`src/rtl/adsr32.sv`:
```
// adsr32: linear ADSR envelope generator.
// Produces the 32-bit unsigned VCA control word. The envelope advances one
// step per sample-rate strobe and walks IDLE -> ATTACK -> DECAY -> SUSTAIN
// -> RELEASE from the gate input. Slopes and the sustain level are live
// inputs and are only looked at on strobe clocks.
module adsr32 #(
   parameter int WIDTH = 32
) (
   input  logic             clk,
   input  logic             rst_n,
   input  logic             sample_en,
   input  logic             gate,
   input  logic [WIDTH-1:0] attack_inc,
   input  logic [WIDTH-1:0] decay_dec,
   input  logic [WIDTH-1:0] sustain_lvl,
   input  logic [WIDTH-1:0] release_dec,
   output logic [WIDTH-1:0] cv,
   output logic [2:0]       state,
   output logic             busy
);

   typedef enum logic [2:0] {
      S_IDLE    = 3'd0,
      S_ATTACK  = 3'd1,
      S_DECAY   = 3'd2,
      S_SUSTAIN = 3'd3,
      S_RELEASE = 3'd4
   } state_t;

   localparam logic [WIDTH-1:0] CV_MAX = '1;

   state_t           cur_st;
   state_t           nxt_st;
   logic [WIDTH-1:0] nxt_cv;

   // Slope arithmetic, shared by the next-state logic below.
   logic [WIDTH:0]   att_sum;   // one extra bit keeps the attack carry
   logic             att_sat;   // attack reached or passed full scale
   logic [WIDTH-1:0] dec_diff;
   logic             dec_hit;   // decay reached (or undershot) sustain
   logic [WIDTH-1:0] rel_diff;
   logic             rel_hit;   // release would reach or cross zero

   assign state = cur_st;

   // Attack saturates on carry or an all-ones result; decay and release
   // treat underflow as having reached their target.
   always_comb begin
      att_sum  = {1'b0, cv} + {1'b0, attack_inc};
      att_sat  = att_sum[WIDTH] | (&att_sum[WIDTH-1:0]);
      dec_diff = cv - decay_dec;
      dec_hit  = (cv <= decay_dec) || (dec_diff <= sustain_lvl);
      rel_diff = cv - release_dec;
      rel_hit  = (cv <= release_dec);
   end

   // Next phase and next envelope value for the coming tick.
   always_comb begin
      nxt_st = cur_st;
      nxt_cv = cv;
      case (cur_st)
         S_IDLE: begin
            if (gate) nxt_st = S_ATTACK;
         end
         S_ATTACK: begin
            if (!gate) begin
               nxt_st = S_RELEASE;
            end else if (att_sat) begin
               nxt_cv = CV_MAX;
               nxt_st = S_DECAY;
            end else begin
               nxt_cv = att_sum[WIDTH-1:0];
            end
         end
         S_DECAY: begin
            if (!gate) begin
               nxt_st = S_RELEASE;
            end else if (dec_hit) begin
               nxt_cv = sustain_lvl;
               nxt_st = S_SUSTAIN;
            end else begin
               nxt_cv = dec_diff;
            end
         end
         S_SUSTAIN: begin
            // level is re-sampled every tick so live edits are tracked
            if (!gate) nxt_st = S_RELEASE;
            else       nxt_cv = sustain_lvl;
         end
         S_RELEASE: begin
            // retrigger resumes attack from the current level
            if (gate) begin
               nxt_st = S_ATTACK;
            end else if (rel_hit) begin
               nxt_cv = '0;
               nxt_st = S_IDLE;
            end else begin
               nxt_cv = rel_diff;
            end
         end
         default: begin
            nxt_cv = '0;
            nxt_st = S_IDLE;
         end
      endcase
   end

   // Registered outputs; only strobe clocks move the envelope.
   always_ff @(posedge clk or negedge rst_n) begin
      if (!rst_n) begin
         cur_st <= S_IDLE;
         cv     <= '0;
         busy   <= 1'b0;
      end else if (sample_en) begin
         cur_st <= nxt_st;
         cv     <= nxt_cv;
         busy   <= (nxt_st != S_IDLE);
      end
   end

endmodule

```
`config.mk`:
```
export PLATFORM = sky130hd
export DESIGN_NAME = adsr32
export DESIGN_NICKNAME = d
export VERILOG_FILES = /design/src/rtl/adsr32.sv
export SDC_FILE = /design/constraint.sdc
export NUM_CORES = 1
export LEC_CHECK = 0
export ABC_AREA = 0
export CAP_MARGIN = 20
export CORE_ASPECT_RATIO = 1.2
export CORE_MARGIN = 2
export CORE_UTILIZATION = 49
export CTS_CLUSTER_DIAMETER = 120
export CTS_CLUSTER_SIZE = 16
export DETAILED_ROUTE_END_ITERATION = 16
export PLACE_DENSITY = 0.79
export SLEW_MARGIN = 5
export SYNTH_ARGS = -nofsm -noshare
export SYNTH_HDL_FRONTEND = slang
export SYNTH_SLANG_ARGS = --single-unit
```
`constraint.sdc`:
```
create_clock -name clk -period 5.09 [get_ports clk]
set_clock_uncertainty 0.15 [all_clocks]
set_input_delay 1.527 -clock clk [delete_from_list [all_inputs] [get_ports clk]]
set_output_delay 1.527 -clock clk [all_outputs]
set_load 0.005 [all_outputs]
```
# After elaboration in Yosys (flattened, before gate mapping)
# Index checks and enable logic that the tools add are counted.
# W data, S select, Z words.
# totals
regBits	36
in_bits	132
output_inout_bits	36
wordCells	41
# op_classes
add_sub_neg	3
magnitude_cmp	3
eq_ne	8
mux	17
bitwise_logic	2
reduce_logical	5
# ops
cell	n
$mux W32	7
$pmux W32 S5	1
$le A32 B32 Y1	3
$sub A32 B32 Y32	2
$add A32 B32 Y33	1
$reduce_and A32 Y1	1
$mux W3	8
$pmux W3 S5	1
$ne A2 B2 Y1 const B	4
$eq A3 B2 Y1 const B	2
$reduce_and A6 Y1	1
$eq A3 B1 Y1 const B	1
$eq A3 B3 Y1 const B	1
$logic_not A3 Y1	1
$reduce_bool A3 Y1	1
$logic_or A1 B1 Y1	1
$not A1 Y1	1
$or A1 B1 Y1	1

# Longest topological paths before layout
# Gate-level depths: netlist (run 1).
# depth
ltp_word	7
ltp_mapped	23

# Least setup slack after synthesis (run 1)
# OpenSTA, ideal clock, no wires.
# synth_path
path_type	input to register
start	input port decay_dec[9]
end	register cv[29]
setup_time_ns	0.129
t_arrival_ns	5.599
required_ns	4.811
slack_ns	-0.788
stages	20
n_path_buf	0
cell_sequence	inv_1 ha_1 a211oi_1 nor2_1 o31a_1 a211o_1 a211oi_1 o21ai_0 xor2_1 ha_1 nand4_1 nor4bb_1 nand3_1 a21oi_1 nor3_1 a211o_1 nor2_4 nor2_1 a32o_1 a2111o_1
# synth_via
elab_chain_len	6
# synth_lines
item	line	text
start, declared	14	input logic [WIDTH-1:0] decay_dec,
$sub A32 B32 Y32	51	dec_diff = cv - decay_dec;
$le A32 B32 Y1	52	dec_hit = (cv <= decay_dec) || (dec_diff <= sustain_lvl);
$logic_or A1 B1 Y1	52	
$mux W32 *	78	end else if (dec_hit) begin
$mux W32 *	76	if (!gate) begin
$pmux W32 S5 *	61	case (cur_st)
end signal, assigned	116	cv <= nxt_cv;
end, declared	17	output logic [WIDTH-1:0] cv,
# Mark *: on every way between the ends. The rest lies on a longest branch, timed or not. The select of a mux whose other input is x is not followed.
# A chain may end at the register's enable or synchronous reset.

# Worst setup path after layout (run 1)
# layout_path
start	input port decay_dec[22]
end	register cv[21]
# layout_via
elab_chain_len	6
# layout_lines
item	line
$sub A32 B32 Y32	51
$le A32 B32 Y1	52
$logic_or A1 B1 Y1 *	52
$mux W32 *	78
$mux W32 *	76
$pmux W32 S5 *	61
# Marks and branches as above.

==> reports/qor.txt, run 1 <==
status = finished, violations left
violated checks = setup timing
Post-DP HPWL = 28500 um
initial antenna violation count = 1
Final Core Density = 80.2%
Worst-Margin Slew = 1090 ps
Placed Area = 12200 um^2
Post-synth ARST share = 100%
sequential area share after synthesis = 10.6%
grt total ovfl = 0
post-synthesis cell count = 1162
CP arrival = 6070 ps
Worst VDD drop = 278 uV
Die ar. = 18400 um^2
layout overhead on the synthesized area = 60.1%
final setup vio count = 33
CTS Root Cell = clkbuf_16
Mean Syn Cell Area = 7.29 um^2
CP Launch Type = input port
worst setup path class = input port to register
Worst-Skew Late Latency = 290 ps
worst endpoint required time = 5090 ps
critical path's slowest cell = clkdlybuf4s50_1
Chip Width = 124 um
Post-Synth Adder-Cell Area = 19.6%
final wirelength = 36900 um
die height = 148 um
first-pass GRT wire length = 54700 um
largest family of logic cells by synthesized area = compound AO/OA/AOI/OAI gates
final net count = 1843
simple-gate share of the synthesized area = 19.0%
Cell Pwr Density = 532 nW/um^2
Synth cell types = 86
Tcrit/Tclk final = 119%
Fill cells = 1193
crit-path max cell delay = 460 ps
worst-path maximum fanout = 7
Cell Chain, Critical Path = clkdlybuf4s50_1, inv_1, ha_4, buf_4, nand4_1, nor3_4, a211oi_4, buf_4, xnor2_2, ha_1, nand4_1, nor4bb_4, buf_4, a2111o_1, nor3_2, a211o_1, nor2_4, buf_12, buf_4, mux2_4, a222oi_1, nand2_1
wire length per cell = 20.5 um
global placement routability congestion = 0.978
final worst path period need = 6060 ps
Rows = 52
mux share of post-synthesis cell area = 1.02%
top_reg_cell synth = dfrtp_1
largest net degree at the start of global routing = 37
CTS H-tree lvls = 2
CTS tree = yes
Initial Util = 50.1%
share of cells above drive strength 1 = 31.1%
GRT Total Usage = 38.2%
P_leak = 0.00649 uW
synthesized net count = 1425
Finished Cell Area = 13600 um^2
# port buffers = 167
XOR/XNOR share of the synthesized area = 8.06%
yosys warns = 0
clk slew on worst S/H paths = 60 ps
CORE AREA = 16900 um^2
CP most frequent cell = buf_4
Reg2Reg Setup Slack = -220 ps
Seq cells post-synth = 36
ANT nets after route = 0
via count = 11200
Relative slew margins = 26.7%
Post-synth EDFFs = 0
clk sinks = 36
DRC Markers = 0
RSZ-0062 raised after global routing = yes
post-synthesis compound-gate area fraction = 34.2%
Worst Setup End Kind = register
Max Slew Vio Count = 0
number of max-cap violations = 0
vias in the first global route = 10700
Initial DRC Count = 785
Vias/cell = 6.24
final hold viol count = 0
number of I/O pins = 168
Max Fclk = 165 MHz
Syn Std Cell Area = 8480 um^2
CTS Buf Count = 5
Pre-antenna DRT Iters = 7
Hold Crit Class = register to register
Final Worst Setup Slack = -975 ps
Clock Path Buffers = 2
==> critical path: cells and delay by family <==
family / cells / cell delay (ps)
buffers and inverters: 7 / 1220
AO/OA/AOI/OAI: 4 / 810
multiplexers: 1 / 280
AND/OR/NAND/NOR: 7 / 1460
XOR/XNOR: 1 / 160
adder cells (fa/ha/maj): 2 / 610
==> cells in the mapped netlist (25+ instances only) <==
master / instances / area (um^2)
clkbuf_1: 30 / 113
nand3_1: 45 / 225
dfrtp_1: 36 / 901
a21o_1: 36 / 270
xnor2_1: 44 / 385
xor2_1: 34 / 298
ha_1: 128 / 1600
nand2_1: 96 / 360
nor2_1: 67 / 251
inv_1: 115 / 432
nand4_1: 25 / 156
a21oi_1: 115 / 576
o21ai_0: 86 / 430
==> what timing repair did <==
item                       in CTS  in global routing
setup endpoints to repair      33                 34
gates cloned                    1                  1
hold buffers                    0                  0
resized for setup             185                 66
buffers inserted               31                 19
pin swaps                      70                 58
==> final cells by class <==
cell class              count  area (um^2)  area share [%]
diodes                      1         2.50          0.0184
clock buffers               6          129           0.950
clock inverters             1         5.00          0.0369
inverters                 115          437            3.22
multi-input cells         966         7910            58.3
flip-flops and latches     36          901            6.64
well taps                 216          270            1.99
repair buffers            456         3920            28.9
==> flip-flops by register name, summed over array words and instances, names as in the netlist <==
| register | flops |
|---|---|
| cv | 32 |
| state | 3 |
| busy | 1 |
==> power breakdown <==
part           switching (uW)  leakage [uW]  internal [uW]
Combinational            3210       0.00593           3100
Sequential                218      0.000487            396
Clock                     121     0.0000667            178
Total                    3540       0.00649           3670
==> metal layers <==
| metal | vias up | track usage, % | part of all wire (%) |
|---|---|---|---|
| met2 | 633 | 65.1 | 48 |
| met4 | 0 | 28.6 | 8.8 |
| met3 | 205 | 4.10 | 6.6 |
| met5 | - | 0 | 0 |
| li1 | 5167 | - | - |
| met1 | 5216 | 43.2 | 36 |
==> placed cells by master, fill, tap and decap left out, types with 15 or more instances in the layout <==
cell type	n
a21o_1	36
a21oi_1	88
a21oi_2	21
buf_4	274
clkdlybuf4s50_1	144
dfrtp_1	36
ha_1	104
ha_4	22
inv_1	96
inv_2	17
nand2_1	93
nand3_1	37
nand4_1	25
nor2_1	61
nor3_1	17
o211ai_1	15
o21ai_0	62
o21bai_1	16
xnor2_1	41
xor2_1	30
==> worst paths after layout <==
kind	start	to	cells after the start
max in group asynchronous	rst_n	state[0]	1
hold reg to reg	busy	busy	2
hold / removal	busy	busy	2
setup / recovery	decay_dec[22]	cv[21]	22
min in group asynchronous	rst_n	cv[5]	1
setup reg to reg	cv[0]	cv[21]	23
==> through the flow <==
| step | worst slack [ps] | TNS [ps] | total power, uW | hold slack (ps) | cells |
|---|---|---|---|---|---|
| finish | -975 | -25250 | 7220 | 484 | 1797 |
| global route | -1110 | -29880 | 7660 | 483 | 1797 |
| CTS | -706 | -19330 | 6750 | 480 | 1779 |
| detailed placement | -1550 | -45630 | 6030 | 458 | 1741 |
| global placement | -1440 | -42000 | 5960 | 463 | 1741 |
| floorplan | -579 | -15610 | 3590 | 388 | 1162 |
==> cells by family after synthesis <==
kind of cell	count (synthesis)
DFF	36
muxes	8
adders and majority gates	131
xor gates and xnor gates	78
buffers and inverters	160
AOI/OAI and AO/OA	423
and+or+nand+nor	326
Note: power is estimated with default switching activity, not from simulation.
==> inputs of run 2 (changes only) <==
- CORE_UTILIZATION: 49 -> 42
- PLACE_DENSITY: 0.79 -> 0.7
==> reports/qor.txt, run 2 (synthesized netlist as in run 1, its figures left out) <==
crit-path max cell delay = 380 ps
global placement routability congestion = 0.956
Chip Width = 134 um
worst endpoint required time = 5100 ps
final hold viol count = 0
wire length per cell = 19.5 um
CP bufs+invs = 7
Placed Area = 12400 um^2
P_int = 3710 uW
CTS tree = yes
max reg flops = 32
Max Fclk = 167 MHz
Max Slew Vio Count = 0
vias in the first global route = 10700
final setup vio count = 33
Cell Chain, Critical Path = buf_6, inv_4, ha_4, a211oi_4, nor2_2, o31a_1, a211o_4, a211oi_4, o21ai_2, xor2_2, ha_1, nand4_1, buf_4, nor4bb_4, nand3_2, buf_4, o22ai_4, a211o_1, nor2_4, buf_12, buf_16, buf_8, and3_4, a2111o_1
number of max-cap violations = 0
Hold Path Cell Cnt = 2
Hold Crit Class = register to register
final net count = 1849
final worst path period need = 5990 ps
Seq pwr share = 8.5%
die height = 160 um
final wirelength = 36000 um
worst-path maximum fanout = 8
hold_sp = busy
total power = 7180 uW
number of I/O pins = 168
Cell Count, Final, Fillers Out = 1847
clk sinks = 36
Fill cells = 1660
Relative slew margins = 39.8%
worst setup path class = input port to register
combinational share of power = 87.3%
Clock Path Buffers = 2
Worst VDD drop = 233 uV
Initial Util = 43.0%
register area = 901 um^2
Reg2Reg Setup Slack = -130 ps
Finished Cell Area = 13500 um^2
Rows = 56
share of cells above drive strength 1 = 30.4%
area of the multi-input gates = 7790 um^2
Vias/cell = 5.83
Largest Register = cv
P_leak = 0.00648 uW
worst flop-to-flop path endpoint = cv[29]
cell count after placement = 1797
violated checks = setup timing
most common cell after layout, fill and taps aside = buf_4
cts hold-fix bufs = 0
GRT Total Usage = 32.4%
Pre-antenna DRT Iters = 7
CORE AREA = 19700 um^2
CP arrival = 6000 ps
layout overhead on the synthesized area = 59.6%
RSZ-0062 raised after global routing = yes
Cell Pwr Density = 531 nW/um^2
Psw = 3470 uW
Post-DP HPWL = 28900 um
initial antenna violation count = 0
highest-count cells in the layout ignoring fill and taps = buf_4 (282), clkdlybuf4s50_1 (142), ha_1 (101), a21oi_1 (96), inv_1 (95)
CTS Root Cell = clkbuf_16
largest net degree at the start of global routing = 37
CTS H-tree lvls = 2
CP top delay family = compound AO/OA/AOI/OAI gates
sw frac = 48.3%
Tcrit/Tclk final = 118%
Initial DRC Count = 627
ANT cells = 0
via count = 10800
Levels on crit path = 24
Die ar. = 21300 um^2
first-pass GRT wire length = 55100 um
r2r worst-path depth = 24
DRC Markers = 0
worst reg2reg startpoint = cv[0]
# port buffers = 167
CTS Buf Count = 5
Worst Setup End Kind = register
CP Launch Type = input port
Final Worst Setup Slack = -898 ps
critical path's slowest cell = a2111o_1
clk slew on worst S/H paths = 60 ps
Final TNS setup = -24930 ps
Worst-Skew Late Latency = 280 ps
Clock power frac = 4.2%
WHS Endpoint = busy
grt total ovfl = 0
status = finished, violations left
ANT nets after route = 0
Final Core Density = 68.7%
Worst-Margin Slew = 903 ps
## run 2: repair_timing
| action | CTS | global route |
|---|---|---|
| setup buffers | 35 | 9 |
| resized for setup | 185 | 42 |
| cloned | 2 | 0 |
| pin swaps | 108 | 41 |
| endpoints found under the setup margin | 33 | 34 |
## run 2: power by group through the flow
stage / Combinational (uW) / Sequential, uW / Clock (uW)
finish: 6270 / 608 / 300
global route: 6770 / 607 / 310
CTS: 6010 / 598 / 299
detailed placement: 5570 / 575 / 0
global placement: 5500 / 577 / 0
floorplan: 3050 / 548 / 0
## run 2: area by class of cell
cell class / instances / area share (%)
clock buffer: 6 / 0.953
clock inverter: 1 / 0.0370
inverter: 115 / 3.23
multi-input combinational: 966 / 57.6
sequential: 36 / 6.66
tap: 261 / 2.41
timing repair buffer: 462 / 29.1
## run 2: worst max-delay path by stage
stage / from / endpoint / slack [ps]
2_1_floorplan: decay_dec[0] / cv[29] / -580
3_3_place_gp: decay_dec[1] / cv[8] / -1410
3_5_place_dp: decay_dec[1] / cv[22] / -1570
4_1_cts: decay_dec[1] / cv[8] / -770
5_1_grt: decay_dec[19] / cv[8] / -1040
6_report: decay_dec[9] / cv[29] / -900
## run 2: per-stage QoR
stage,setup WS [ps],hold slack [ps]
floorplan,-579,388
global placement,-1410,470
detailed placement,-1570,466
CTS,-766,475
global route,-1040,487
finish,-898,480
## run 2: metal layers
metal | GRT usage [%] | vias to the layer above | routed length [um]
li1 | - | 5175 | -
met1 | 37.5 | 5063 | 14000
met2 | 57.2 | 404 | 17700
met3 | 2.79 | 129 | 1660
met4 | 20.5 | 0 | 2620
met5 | 0 | - | 0
## run 2: worst reg2reg max path: stages (launching register included)
cell,delay (ps)
dfrtp_1,400
inv_1,150
ha_4,160
fa_2,200
nand2b_4,130
a21oi_4,50
a41o_1,240
a211o_4,400
a211oi_4,280
o21ai_2,110
xor2_2,160
ha_1,300
nand4_1,130
buf_4,180
nor4bb_4,340
nand3_2,150
buf_4,170
o22ai_4,180
a211o_1,200
nor2_4,80
buf_12,150
buf_16,130
buf_8,130
and3_4,140
a2111o_1,390
